$ cat src/rtl/idu_skid_reg.sv
// rtl/idu_skid_reg.sv - two-entry skid register between instruction fetch and decode
// Main entry drives the decoder; skid absorbs one extra instruction so ready_o stays registered.
module idu_skid_reg #(
  parameter int ADDR_W = 32,
  parameter int DATA_W = 32
) (
  input  logic              clk,
  input  logic              rst,
  input  logic              valid_i,
  output logic              ready_o,
  input  logic [ADDR_W-1:0] araddr_i,
  input  logic [DATA_W-1:0] rdata_i,
  input  logic              flush_i,
  output logic              valid_o,
  input  logic              ready_i,
  output logic [ADDR_W-1:0] araddr_o,
  output logic [DATA_W-1:0] rdata_o,
  output logic [1:0]        count_o
);

  typedef enum logic [1:0] {
    EMPTY = 2'd0,
    BUSY  = 2'd1,
    FULL  = 2'd2
  } state_t;

  state_t            state;
  logic [ADDR_W-1:0] skid_addr;
  logic [DATA_W-1:0] skid_data;
  logic              in_fire;
  logic              out_fire;

  // Handshake outputs decode from state only, never from valid_i/ready_i.
  assign valid_o  = (state != EMPTY);
  assign ready_o  = (state != FULL);
  assign count_o  = state;
  assign in_fire  = valid_i & ready_o;
  assign out_fire = valid_o & ready_i;

  always_ff @(posedge clk or negedge rst) begin
    if (!rst) begin
      state     <= EMPTY;
      araddr_o  <= '0;
      rdata_o   <= '0;
      skid_addr <= '0;
      skid_data <= '0;
    end else if (flush_i) begin
      state <= EMPTY;
    end else begin
      case (state)
        EMPTY: begin
          if (in_fire) begin
            araddr_o <= araddr_i;
            rdata_o  <= rdata_i;
            state    <= BUSY;
          end
        end
        BUSY: begin
          if (in_fire && out_fire) begin
            araddr_o <= araddr_i;
            rdata_o  <= rdata_i;
          end else if (in_fire) begin
            skid_addr <= araddr_i;
            skid_data <= rdata_i;
            state     <= FULL;
          end else if (out_fire) begin
            state <= EMPTY;
          end
        end
        FULL: begin
          if (out_fire) begin
            araddr_o <= skid_addr;
            rdata_o  <= skid_data;
            state    <= BUSY;
          end
        end
        default: state <= EMPTY;
      endcase
    end
  end

endmodule

$ cat config.mk
export PLATFORM = sky130hd
export DESIGN_NAME = idu_skid_reg
export DESIGN_NICKNAME = d
export VERILOG_FILES = /design/src/rtl/idu_skid_reg.sv
export SDC_FILE = /design/constraint.sdc
export NUM_CORES = 1
export LEC_CHECK = 0
export CAP_MARGIN = 20
export CORE_MARGIN = 2
export CORE_UTILIZATION = 55
export CTS_CLUSTER_SIZE = 28
export DETAILED_ROUTE_END_ITERATION = 10
export DONT_BUFFER_PORTS = 1
export PLACE_DENSITY = 0.81
export SLEW_MARGIN = 10
export SYNTH_ARGS = -nofsm -noshare
export SYNTH_HDL_FRONTEND = slang
export SYNTH_SLANG_ARGS = --single-unit
$ cat constraint.sdc
create_clock -name clk -period 2.12 [get_ports clk]
set_input_delay 0.424 -clock clk [delete_from_list [all_inputs] [get_ports clk]]
set_output_delay 0.424 -clock clk [all_outputs]
set_load 0.02 [all_outputs]
# After elaboration in Yosys (flattened, before gate mapping)
# Cells that the tools add are included.
# word_totals
output_inout_bits	68
wordCells	41
ff_bits	130
# classes
mux	15
n_reduce_logical	7
eq_ne	10
bitwise	4
# op_table
operator	count
32-bit 2-to-1 mux	6
32-bit case mux with 3 select lines	2
2-bit 2-to-1 mux	6
3-bit inequality test (second input constant)	3
2-bit inequality test (second input constant)	4
4-bit AND reduction	2
2-bit case mux with 3 select lines	1
5-bit AND reduction	1
4-bit inequality test (second input constant)	1
3-bit nonzero test	1
1-bit bitwise AND	2
2-bit by 1-bit equality test with 1-bit output (second input constant)	1
2-bit equality test (second input constant)	1
2-bit logical NOT	1
1-bit NOT	2
2-bit nonzero test	1
1-bit logical AND	1

# Depth between registers and ports, before layout
# logic_depth
word_depth	7
ltp_mapped	5
depth_no_buf	4

# Worst setup path before layout
# OpenSTA, ideal clock, no wires.
# synth_timing
path_type	reg2reg
startpoint	register state[1] (netlist: count_o[1])
endpoint	register araddr_o[0]
arrival_ns	1.649
n_path_buf	2
stages_incl_launch_ff	6
period_less_slack_ns	1.773
t_required_ns	1.995
setup_time_ns	0.125
setup_slack_ns	0.347
cell_sequence	dfrtp_1 -> nor2b_1 -> buf_6 -> buf_4 -> mux2_2 -> mux2_2
# synth_via
elab_chain_len	5
elab_cells_between_ends	14
# synth_rtl
item	line	source
from (decl)	27	state_t state;
from (signal assigned)	42	state <= EMPTY;
from (signal assigned)	48	state <= EMPTY;
from (signal assigned)	55	state <= BUSY;
2-bit inequality test / 2-bit nonzero test (equally long branches)	35, 34	
1-bit bitwise AND (on tied branches)	37, 38	
1-bit logical AND	59	if (in_fire && out_fire) begin
2-bit inequality test (no line)	-	
5-bit AND reduction (no line)	-	
to (signal assigned)	53	araddr_o <= araddr_i;
to (signal assigned)	60	araddr_o <= araddr_i;
to (signal assigned)	72	araddr_o <= skid_addr;
to (decl)	16	output logic [ADDR_W-1:0] araddr_o,
# Parallel ways exist; a longest one is shown, timed or not.
# A chain may end at the register's enable or synchronous reset.

# Worst setup path in the final report
# layout_timing
startpoint	register state[0] (netlist: count_o[0])
endpoint	output port ready_o
# layout_via
elab_chain_len	1
# layout_rtl
item	line	source
2-bit inequality test	35	assign ready_o = (state != FULL);
to (decl)	10	output logic ready_o,
# No other way between the ends.

==> summary.txt <==
Global route
  • Global-route wire length before repair: 16660 um
  • Initial antenna violation count: 0
  • Largest net degree at the start of global routing: 131
  • Vias in the first global route: 3254
  • Grt ovf: 0
  • Total Routing Usage GR: 0.1944

Synth
  • Syn Nets: 427
  • Synth top area cells: dfrtp_1 57%, mux2_2 37%, buf_6 2.2%, mux2_1 1.4%, buf_4 0.79%
  • Post-Synth Adder-Cell Area: 0
  • Compound-gate portion of the synthesized area: 0.007458
  • YS warnings: 0
  • EDFF count, synth: 0
  • Yosys top cell area share: 0.5703
  • Top-count cell post-synth: mux2_2
  • XOR/XNOR Fraction of Synth Area: 0
  • Post-Syn Area per Cell: 15.93 um^2
  • Yosys cell types: 20
  • Post-synth top cells: 185 x mux2_2, 130 x dfrtp_1, 11 x buf_6
  • Sequential share of the synthesized area: 0.5703
  • Post-synthesis mux area share: 0.3790
  • Primary FF master, synth: dfrtp_1
  • Post-synth ARST share: 1.000
  • Post-synthesis simple-gate area fraction: 0.01031
  • Post-synth top area cell: dfrtp_1
  • Synth Instances: 358
  • Largest family of logic cells by synthesized area: multiplexers
  • Post-synthesis register bit count: 130
  • Post-synthesis cell area: 5704 um^2

Cells and area
  • Post-layout util: 0.6247
  • Layout cell share with drive strength beyond 1: 0.5920
  • Net count, final: 433
  • Multi-input gate area: 2276 um^2
  • # fillers: 738
  • Area added between synthesis and finish: 11.54%
  • Antenna cell count: 0
  • Storage cell area: 3254 um^2

Drt
  • DRC viols: 0
  • Number of detailed-route iterations in the first pass: 6
  • Drt total wl: 10130 um
  • Vias: 2944
  • DR vias/cell: 5.761
  • ANT nets after route: 0
  • 1st-iter DRT viols: 95
  • Drt wl/cell: 19.82 um

Clock tree
  • CTS HTree Levels: 4
  • Post-CTS setup repair buffer count: 0
  • Hold Buf Count CTS: 2
  • CTS tree: built
  • Root Driver: clkbuf_8
  • CTS max path bufs: 2
  • Clock slew at reported path FFs: 60 ps
  • CTS Buf Count: 17
  • Later-pin clock latency in the skew report: 500 ps
  • CTS Sinks: 130

Status
  • Status: finished with violations
  • Failing checks: hold timing

Placed design
  • GPL Wtd Cong: 0.7235
  • HPWL Detailed: 6336 um
  • IO Port Bufs: 0

Power
  • Cell area power density: 1137 nW/um^2
  • Pint: 5378 uW
  • Max rail drop VDD: 0.0005715 V
  • P_leak: 0.002649 uW
  • Combinational Power Share: 0.108
  • Switch Pwr: 1859 uW
  • Clock group share of total power: 0.372
  • Sequential share of power: 0.519
  • Switching Fraction: 0.2568

Worst hold path
  • Hold Path Class: primary input to async pin

Worst setup path
  • Data arrival time of the worst path: 1590 ps
  • Crit. End Element: output pin
  • CP Launch Type: register
  • CP Class: register to output pin
  • Max Fanout on Critical Path: 35
  • CP required: 1700 ps
  • Worst reg2reg path depth: 5

STA
  • Slew HR: 0.7568
  • Fin. Hold Viols: 130
  • Peak Freq: 496.3 MHz
  • Final period util: 0.9504
  • Clock skew: 7.069 ps
  • Slew Viols, Final: 0
  • Minimum clock period: 2015 ps
  • # setup viols final: 0
  • RSZ-0062 raised after global routing: false
  • Actual slew at the worst max-slew pin: 364.9 ps
  • Min Hold Slack: -383.3 ps
  • Final TNS setup: 0 ps

Floorplan
  • Starting Density: 0.5601
  • Core area: 10180 um^2
  • Rows: 37
  • Die width: 105.8 um
  • Die ar.: 11200 um^2
  • Vert. Die Dim: 105.8 um
  • Ports: 137

Job
  • Max-cap violations: 0
-- kinds of logic (layout without fill, tap and decap cells) --
logic type,count (synthesis),count (layout)
AO/OA/AOI/OAI,5,5
flip-flops,130,130
AND/OR/NAND/NOR,10,10
buffers and inverters,21,38
multiplexers,192,192
-- cells in the final DEF, fill, tap and decap left out, drive strengths merged, types with 2 or more instances in the layout --
master / n
mux2: 192
dfrtp: 130
clkbuf: 24
buf: 5
clkinv: 4
a21oi: 3
nand2: 2
bufinv: 2
dlygate4sd3: 2
nor2b: 2
-- worst max-delay path: stages (launching register included) --
cell	delay (ps)
dfrtp_2	490
nor2b_4	200
buf_12	240
inv_1	150
-- state kept, by name, summed over array words and instances (netlist names) --
| signal | cells |
|---|---|
| count_o | 2 |
| skid_addr | 32 |
| araddr_o | 32 |
| rdata_o | 32 |
| skid_data | 32 |
-- routing by layer --
layer  global-route usage  vias to the layer above  part of all wire
met5                    0                        -                 0
met4              0.09774                        0             0.021
met3              0.06926                       19             0.075
met2               0.3300                       90              0.52
met1               0.2159                     1526              0.38
li1                     -                     1309                 -
-- final cells by class --
class | count | area share
Clock inverter | 6 | 0.01259
Inverter | 1 | 0.0005900
Clock buffer | 24 | 0.07394
Timing Repair Buffer | 7 | 0.01691
Sequential cell | 130 | 0.5115
Tap cell | 136 | 0.02675
Multi-Input combinational cell | 207 | 0.3577
-- metrics by stage --
stage	instances	setup slack (ps)	power, uW	hold WS (ps)	cell area [um^2]
finish	511	105.2	7237	-383.3	6362
global route	511	8.137	7578	-426.6	6362
CTS	511	8.886	7329	-418.8	6361
detailed placement	479	204.0	4591	130.0	5791
global placement	479	273.0	4497	130.6	5791
floorplan	358	346.6	4376	128.4	5704
-- power by group through the flow --
stage	clock, uW	combinational, uW	sequential (uW)
floorplan	0	705	3670
global placement	0	734	3760
detailed placement	0	791	3800
CTS	2770	797	3760
global route	2880	859	3840
finish	2700	784	3760
-- path summary, 6_finish.rpt --
| path | start | end | slack [ps] |
|---|---|---|---|
| worst max-delay path | count_o[0] | ready_o | 110 |
| min in group clk | rdata_i[2] | skid_data[2] | 70 |
| worst min register to register | skid_data[25] | skid_data[25] | 500 |
| max in group asynchronous | rst | count_o[0] | 2210 |
| worst min-delay path | rst | araddr_o[27] | -380 |
| worst max register to register | count_o[0] | araddr_o[5] | 230 |
-- repair_timing --
action,CTS,global route
hold endpoints to repair,132,130
resized for setup,0,1
endpoints found under the setup margin,0,1
Power figures use the tool's default switching activity.
